===== src/rtl/display_scheduler_if.sv =====
// Requester-side bundle for display_scheduler: request/digit inputs, grant and display outputs.
interface display_scheduler_if #(
    parameter int NUM_REQ = 4
);
    logic                   ena;
    logic [NUM_REQ-1:0]     req;
    logic [4*NUM_REQ-1:0]   digit_in;
    logic [7:0]             dwell_sel;
    logic [NUM_REQ-1:0]     grant;
    logic [3:0]             digit_out;
    logic                   digit_valid;
    logic                   busy;

    modport master (
        output ena, req, digit_in, dwell_sel,
        input  grant, digit_out, digit_valid, busy
    );

    modport slave (
        input  ena, req, digit_in, dwell_sel,
        output grant, digit_out, digit_valid, busy
    );
endinterface


===== src/rtl/display_scheduler.sv =====
// Round-robin time-sharing of one seven-segment digit among NUM_REQ requesters.
// Optional blank gap between slots is compiled in with DISPLAY_SCHED_BLANK_EN.
module display_scheduler #(
    parameter int          NUM_REQ     = 4,
    parameter logic [23:0] DWELL_COUNT = 24'd10_000_000,
    parameter logic [15:0] BLANK_COUNT = 16'd50_000
) (
    input  logic            clk,
    input  logic            rst_n,
    display_scheduler_if.slave bus
);
    localparam int PW = $clog2(NUM_REQ);

    typedef enum logic [1:0] {IDLE, SHOW, BLANK} state_t;

    state_t             r_state;
    logic [PW-1:0]      r_ptr;
    logic [PW-1:0]      r_win;
    logic [23:0]        r_dwell_cnt;
    logic [23:0]        r_dwell_cmp;
    logic [NUM_REQ-1:0] r_grant;
    logic [3:0]         r_digit;
    logic               r_valid;
    logic               r_busy;
`ifdef DISPLAY_SCHED_BLANK_EN
    logic [15:0]        r_blank_cnt;
`endif

    logic               w_found;
    logic [PW-1:0]      w_win;
    logic [PW-1:0]      w_next_ptr;
    logic [23:0]        w_dwell_cmp;
    logic               w_show_done;

    // First set request searching upward from r_ptr, wrapping past NUM_REQ-1.
    always_comb begin
        int unsigned idx;
        idx     = 0;
        w_found = 1'b0;
        w_win   = '0;
        for (int unsigned k = 0; k < NUM_REQ; k++) begin
            idx = (int'(r_ptr) + k) % NUM_REQ;
            if (!w_found && bus.req[idx]) begin
                w_found = 1'b1;
                w_win   = PW'(idx);
            end
        end
    end

    always_comb begin
        w_next_ptr  = (r_win == PW'(NUM_REQ - 1)) ? '0 : r_win + 1'b1;
        w_dwell_cmp = (bus.dwell_sel == '0) ? DWELL_COUNT : {6'b0, bus.dwell_sel, 10'b0};
        w_show_done = (r_dwell_cnt == r_dwell_cmp) || !bus.req[r_win];
    end

    always_ff @(posedge clk or negedge rst_n) begin
        if (!rst_n) begin
            r_state     <= IDLE;
            r_ptr       <= '0;
            r_win       <= '0;
            r_dwell_cnt <= '0;
            r_dwell_cmp <= '0;
            r_grant     <= '0;
            r_digit     <= '0;
            r_valid     <= 1'b0;
            r_busy      <= 1'b0;
`ifdef DISPLAY_SCHED_BLANK_EN
            r_blank_cnt <= '0;
`endif
        end else if (bus.ena) begin
            case (r_state)
                IDLE: begin
                    if (w_found) begin
                        r_state     <= SHOW;
                        r_win       <= w_win;
                        r_grant     <= NUM_REQ'(1) << w_win;
                        r_digit     <= bus.digit_in[{w_win, 2'b00} +: 4];
                        r_dwell_cmp <= w_dwell_cmp;
                        r_dwell_cnt <= '0;
                        r_valid     <= 1'b1;
                        r_busy      <= 1'b1;
                    end
                end
                SHOW: begin
                    // Dwell expiry and release are one exit; coincidence changes nothing.
                    if (w_show_done) begin
                        r_grant     <= '0;
                        r_valid     <= 1'b0;
                        r_dwell_cnt <= '0;
                        r_ptr       <= w_next_ptr;
`ifdef DISPLAY_SCHED_BLANK_EN
                        r_state     <= BLANK;
`else
                        r_state     <= IDLE;
                        r_busy      <= 1'b0;
`endif
                    end else begin
                        r_dwell_cnt <= r_dwell_cnt + 1'b1;
                    end
                end
`ifdef DISPLAY_SCHED_BLANK_EN
                BLANK: begin
                    if (r_blank_cnt == BLANK_COUNT) begin
                        r_blank_cnt <= '0;
                        r_state     <= IDLE;
                        r_busy      <= 1'b0;
                    end else begin
                        r_blank_cnt <= r_blank_cnt + 1'b1;
                    end
                end
`endif
                default: r_state <= IDLE;
            endcase
        end
    end

    assign bus.grant       = r_grant;
    assign bus.digit_out   = r_digit;
    assign bus.digit_valid = r_valid;
    assign bus.busy        = r_busy;
endmodule


===== src/flat_wrapper.sv =====
// flat-port wrapper written by rule: the top's interface ports become plain ports
module display_scheduler_flat 
#(
    parameter int          NUM_REQ     = 4,
    parameter logic [23:0] DWELL_COUNT = 24'd10_000_000,
    parameter logic [15:0] BLANK_COUNT = 16'd50_000
)
  (clk, rst_n, bus_ena, bus_req, bus_digit_in, bus_dwell_sel, bus_grant, bus_digit_out, bus_digit_valid, bus_busy);
  display_scheduler_if #(.NUM_REQ(NUM_REQ)) bus_i ();
  input  logic clk;
  input  logic rst_n;
  input wire logic [$bits(bus_i.ena)-1:0] bus_ena;
  input wire logic [$bits(bus_i.req)-1:0] bus_req;
  input wire logic [$bits(bus_i.digit_in)-1:0] bus_digit_in;
  input wire logic [$bits(bus_i.dwell_sel)-1:0] bus_dwell_sel;
  output wire logic [$bits(bus_i.grant)-1:0] bus_grant;
  output wire logic [$bits(bus_i.digit_out)-1:0] bus_digit_out;
  output wire logic [$bits(bus_i.digit_valid)-1:0] bus_digit_valid;
  output wire logic [$bits(bus_i.busy)-1:0] bus_busy;
  assign bus_i.ena = bus_ena;
  assign bus_i.req = bus_req;
  assign bus_i.digit_in = bus_digit_in;
  assign bus_i.dwell_sel = bus_dwell_sel;
  assign bus_grant = bus_i.grant;
  assign bus_digit_out = bus_i.digit_out;
  assign bus_digit_valid = bus_i.digit_valid;
  assign bus_busy = bus_i.busy;
  display_scheduler #(.NUM_REQ(NUM_REQ), .DWELL_COUNT(DWELL_COUNT), .BLANK_COUNT(BLANK_COUNT)) u_core (.clk(clk), .rst_n(rst_n), .bus(bus_i));
endmodule

===== config.mk =====
export PLATFORM = sky130hd
export DESIGN_NAME = display_scheduler_flat
export DESIGN_NICKNAME = d
export VERILOG_FILES = /design/src/rtl/display_scheduler_if.sv /design/src/rtl/display_scheduler.sv /design/src/flat_wrapper.sv
export SDC_FILE = /design/constraint.sdc
export NUM_CORES = 1
export LEC_CHECK = 0
export CORE_UTILIZATION = 38
export DETAILED_ROUTE_END_ITERATION = 8
export PLACE_DENSITY = 0.58
export SKIP_CTS_REPAIR_TIMING = 1
export SLEW_MARGIN = 10
export SYNTH_ARGS = -nofsm -noshare
export SYNTH_HDL_FRONTEND = slang
export SYNTH_SLANG_ARGS = --single-unit

===== constraint.sdc =====
create_clock -name clk -period 3.95 [get_ports clk]
set_clock_uncertainty 0.15 [all_clocks]
set_input_delay 0.79 -clock clk [delete_from_list [all_inputs] [get_ports clk]]
set_output_delay 0.79 -clock clk [all_outputs]
set_load 0.02 [all_outputs]

==> results.sh <==
export IMPL_outcome="complete, no violations"
export IMPL_die_h_um=83.6
export IMPL_worstHoldStart="u_core.r_dwell_cmp[17]"
export IMPL_synth_nets=288
export IMPL_drt_iter0_markers=48
export IMPL_met1_length_um=2690
export IMPL_critical_path_class="in2reg"
export IMPL_synth_cell_type_count=47
export IMPL_muxShareOfSynthArea=0.0563
export IMPL_vias_per_cell=5.28
export IMPL_syn_mean_instance_area_um2=9.97
export IMPL_dpl_cell_area_mm2=0.00294
export IMPL_tns_ns=0
export IMPL_rsz0062_at_grt="false"
export IMPL_area_growth_pct=19.3
export IMPL_dr_wl_met3_um=185
export IMPL_hold_depth=2
export IMPL_power_density_mw_per_mm2=526
export IMPL_postRouteAntennaNets=0
export IMPL_max_vdd_ir_drop_v=0.000269
export IMPL_num_fill_cells=631
export IMPL_initial_core_util=0.397
export IMPL_grt_pass1_wl_um=9520
export IMPL_setup_violations=0
export IMPL_p_leak_nw=1.28
export IMPL_r2r_end="u_core.bus.digit_out[3]"
export IMPL_highest_layer="met4"
export IMPL_fmax_ghz=0.323
export IMPL_mostFrequentLayoutCells="dfrtp_1, clkdlybuf4s50_1, nor2_1"
export IMPL_worstPathArrival_ns=3.14
export IMPL_synth_compound_area_frac=0.105
export IMPL_synth_seq_cells=46
export IMPL_final_cell_area_mm2=0.00302
export IMPL_fin_crit_ns=3.10
export IMPL_wl_per_cell_um=14.6
export IMPL_final_layout_size_suffix_gt1_frac=0.0793
export IMPL_clk_latency_ns=0.30
export IMPL_synth_xor_area_share=0.107
export IMPL_slew_headroom=0.261
export IMPL_drc=0
export IMPL_r2r_slack_ns=1.30
export IMPL_hold_viol=0
export IMPL_htreeDepth=2
export IMPL_hold_path_class="reg2reg"
export IMPL_crit_start="bus_req[1]"
export IMPL_grt_max_degree=47
export IMPL_die_area_mm2=0.00699
export IMPL_cp_cell_sequence="clkdlybuf4s50_1 -> mux2_2 -> o221ai_1 -> mux2_2 -> a221o_1"
export IMPL_dp_hpwl_um=3690
export IMPL_diodes=0
export IMPL_syn_area_mm2=0.00253
export IMPL_slew_viol_final=0
export IMPL_clk_pin_slew_ns=0.08
export IMPL_root_buffer="clkbuf_8"
export IMPL_min_to="u_core.r_dwell_cmp[17]"
export IMPL_track_usage=0.167
export IMPL_dp_cells=360
export IMPL_layout_commonest_cell="dfrtp_1"
export IMPL_crit_top_cell="mux2_2"
export IMPL_grt_overflow_total=0
export IMPL_slowest_stage="o221ai_1"
export IMPL_cp_end_kind="flip-flop"
export IMPL_core_mm2=0.00639
export IMPL_dr_wl_met2_um=2410
export IMPL_fin_util=0.473
export IMPL_cts_sinks=46
export IMPL_port_buffers=40
export IMPL_final_cell_count_no_fill=367
export IMPL_cp_max_fo=11
export IMPL_crit_required_ns=3.99
export IMPL_rows=29
export IMPL_grt_pass1_vias=1976
export IMPL_synthAdderAreaFrac=0.0148
export IMPL_drt_first_pass_iters=4
export IMPL_cts_tree="done"
export IMPL_total_power_mw=1.59
export IMPL_synthCells=254
export IMPL_cts_buffers=5
export IMPL_synth_simple_area_share=0.211
export IMPL_gp_congestion=0.726
export IMPL_fin_nets=324
export IMPL_routed_wl_um=5350
export IMPL_start_kind="input pin"
export IMPL_synth_top_family_by_area="simple AND/OR/NAND/NOR gates"
export IMPL_rr_worst_depth=4
export IMPL_worstMarginPinSlew_ns=1.11
export IMPL_maxCapViolations=0
export IMPL_ys_seq_area_frac=0.455
export IMPL_fin_crit_sh=0.784
export IMPL_io_pins=41
export IMPL_antenna_found_initial=0
export IMPL_vias=1936
export IMPL_clockBufferDepth=2
export IMPL_max_stage_delay_ns=0.83
export IMPL_yosys_warnings=0
export IMPL_die_x_um=83.6
export IMPL_rr_startpoint="u_core.r_ptr[1]"
## through the flow
step | hold slack (ns) | worst slack (ns)
final | 0.363 | 0.852
after global placement | 0.341 | 0.574
after CTS | 0.370 | 0.842
after detailed placement | 0.352 | 0.504
after global routing | 0.400 | 0.733
after floorplan | 0.315 | 1.47
## sequential cells by signal (all words and copies together) (netlist names)
name / count
u_core.r_dwell_cnt: 24
u_core.r_dwell_cmp: 9
u_core.bus.digit_out: 4
u_core.bus.grant: 4
u_core.r_ptr: 2
u_core.r_win: 2
u_core.bus.digit_valid: 1
## layer usage
layer  vias up  GRT usage
li1        958          -
met1       938      0.237
met2        34      0.256
met3         6     0.0386
met4         0     0.0462
met5         -          0
## how the worst max path moves through the flow
stage	end	slack, ns
global route	u_core.bus.digit_out[2]	0.73
global placement	u_core.bus.digit_out[1]	0.57
floorplan	u_core.bus.digit_out[0]	1.47
CTS	u_core.bus.digit_out[3]	0.84
finish	u_core.bus.digit_out[3]	0.85
detailed placement	u_core.bus.digit_out[1]	0.50
## power by group
group / total, mW / switching [mW] / leakage, nW / internal, mW
Combinational: 0.606 / 0.307 / 0.632 / 0.299
Clock: 0.279 / 0.159 / 0.0438 / 0.119
Sequential: 0.706 / 0.116 / 0.604 / 0.590
## logic make-up after synthesis
family	count (synthesis)
mux	12
fa+ha+maj	3
compound gates	33
flops	46
xor+xnor	31
simple gates	105
buf+inv	24
## synth_stat cells, drive strengths merged
cell type	instances	share of area
dfrtp	46	0.45
nor2	31	0.047
nand2	28	0.042
xnor2	16	0.055
xor2	15	0.052
inv	13	0.019
nor3	13	0.026
nand3	8	0.018
buf	7	0.021
nand4	7	0.020
mux2	6	0.027
nor4	6	0.015
o21ai	6	0.012
and4	5	0.018
mux2i	5	0.020
a221o	4	0.016
clkbuf	4	0.011
o22a	4	0.014
a21o	3	0.0089
a21oi	3	0.0059
ha	3	0.015
a31oi	2	0.011
o21a	2	0.0059
o2bb2ai	2	0.0069
or4	2	0.0059
a21boi	1	0.0030
and3	1	0.0025
and3b	1	0.0035
mux4	1	0.0099
nand3b	1	0.0079
nor4b	1	0.0035
o2111a	1	0.0044
o2111ai	1	0.0035
o211ai	1	0.0049
o221ai	1	0.0035
o22ai	1	0.0025
o31ai	1	0.0030
or3b	1	0.0035
## layout make-up
cell class                 count  area [um^2]  share of cell area
tap                           77         96.3              0.0319
clock inverter                 2         10.0             0.00331
timing repair buffer          40          395               0.131
multi-input combinational    184         1250               0.414
inverter                      13         48.8              0.0161
sequential                    46         1150               0.381
clock buffer                   5         68.8              0.0228
## critical path, delay by kind of cell
family / cells / cell delay, ns
AOI/OAI and AO/OA: 2 / 1.15
muxes: 2 / 0.71
buffers and inverters: 1 / 0.48
No activity file was read; power rests on OpenSTA's default activity.
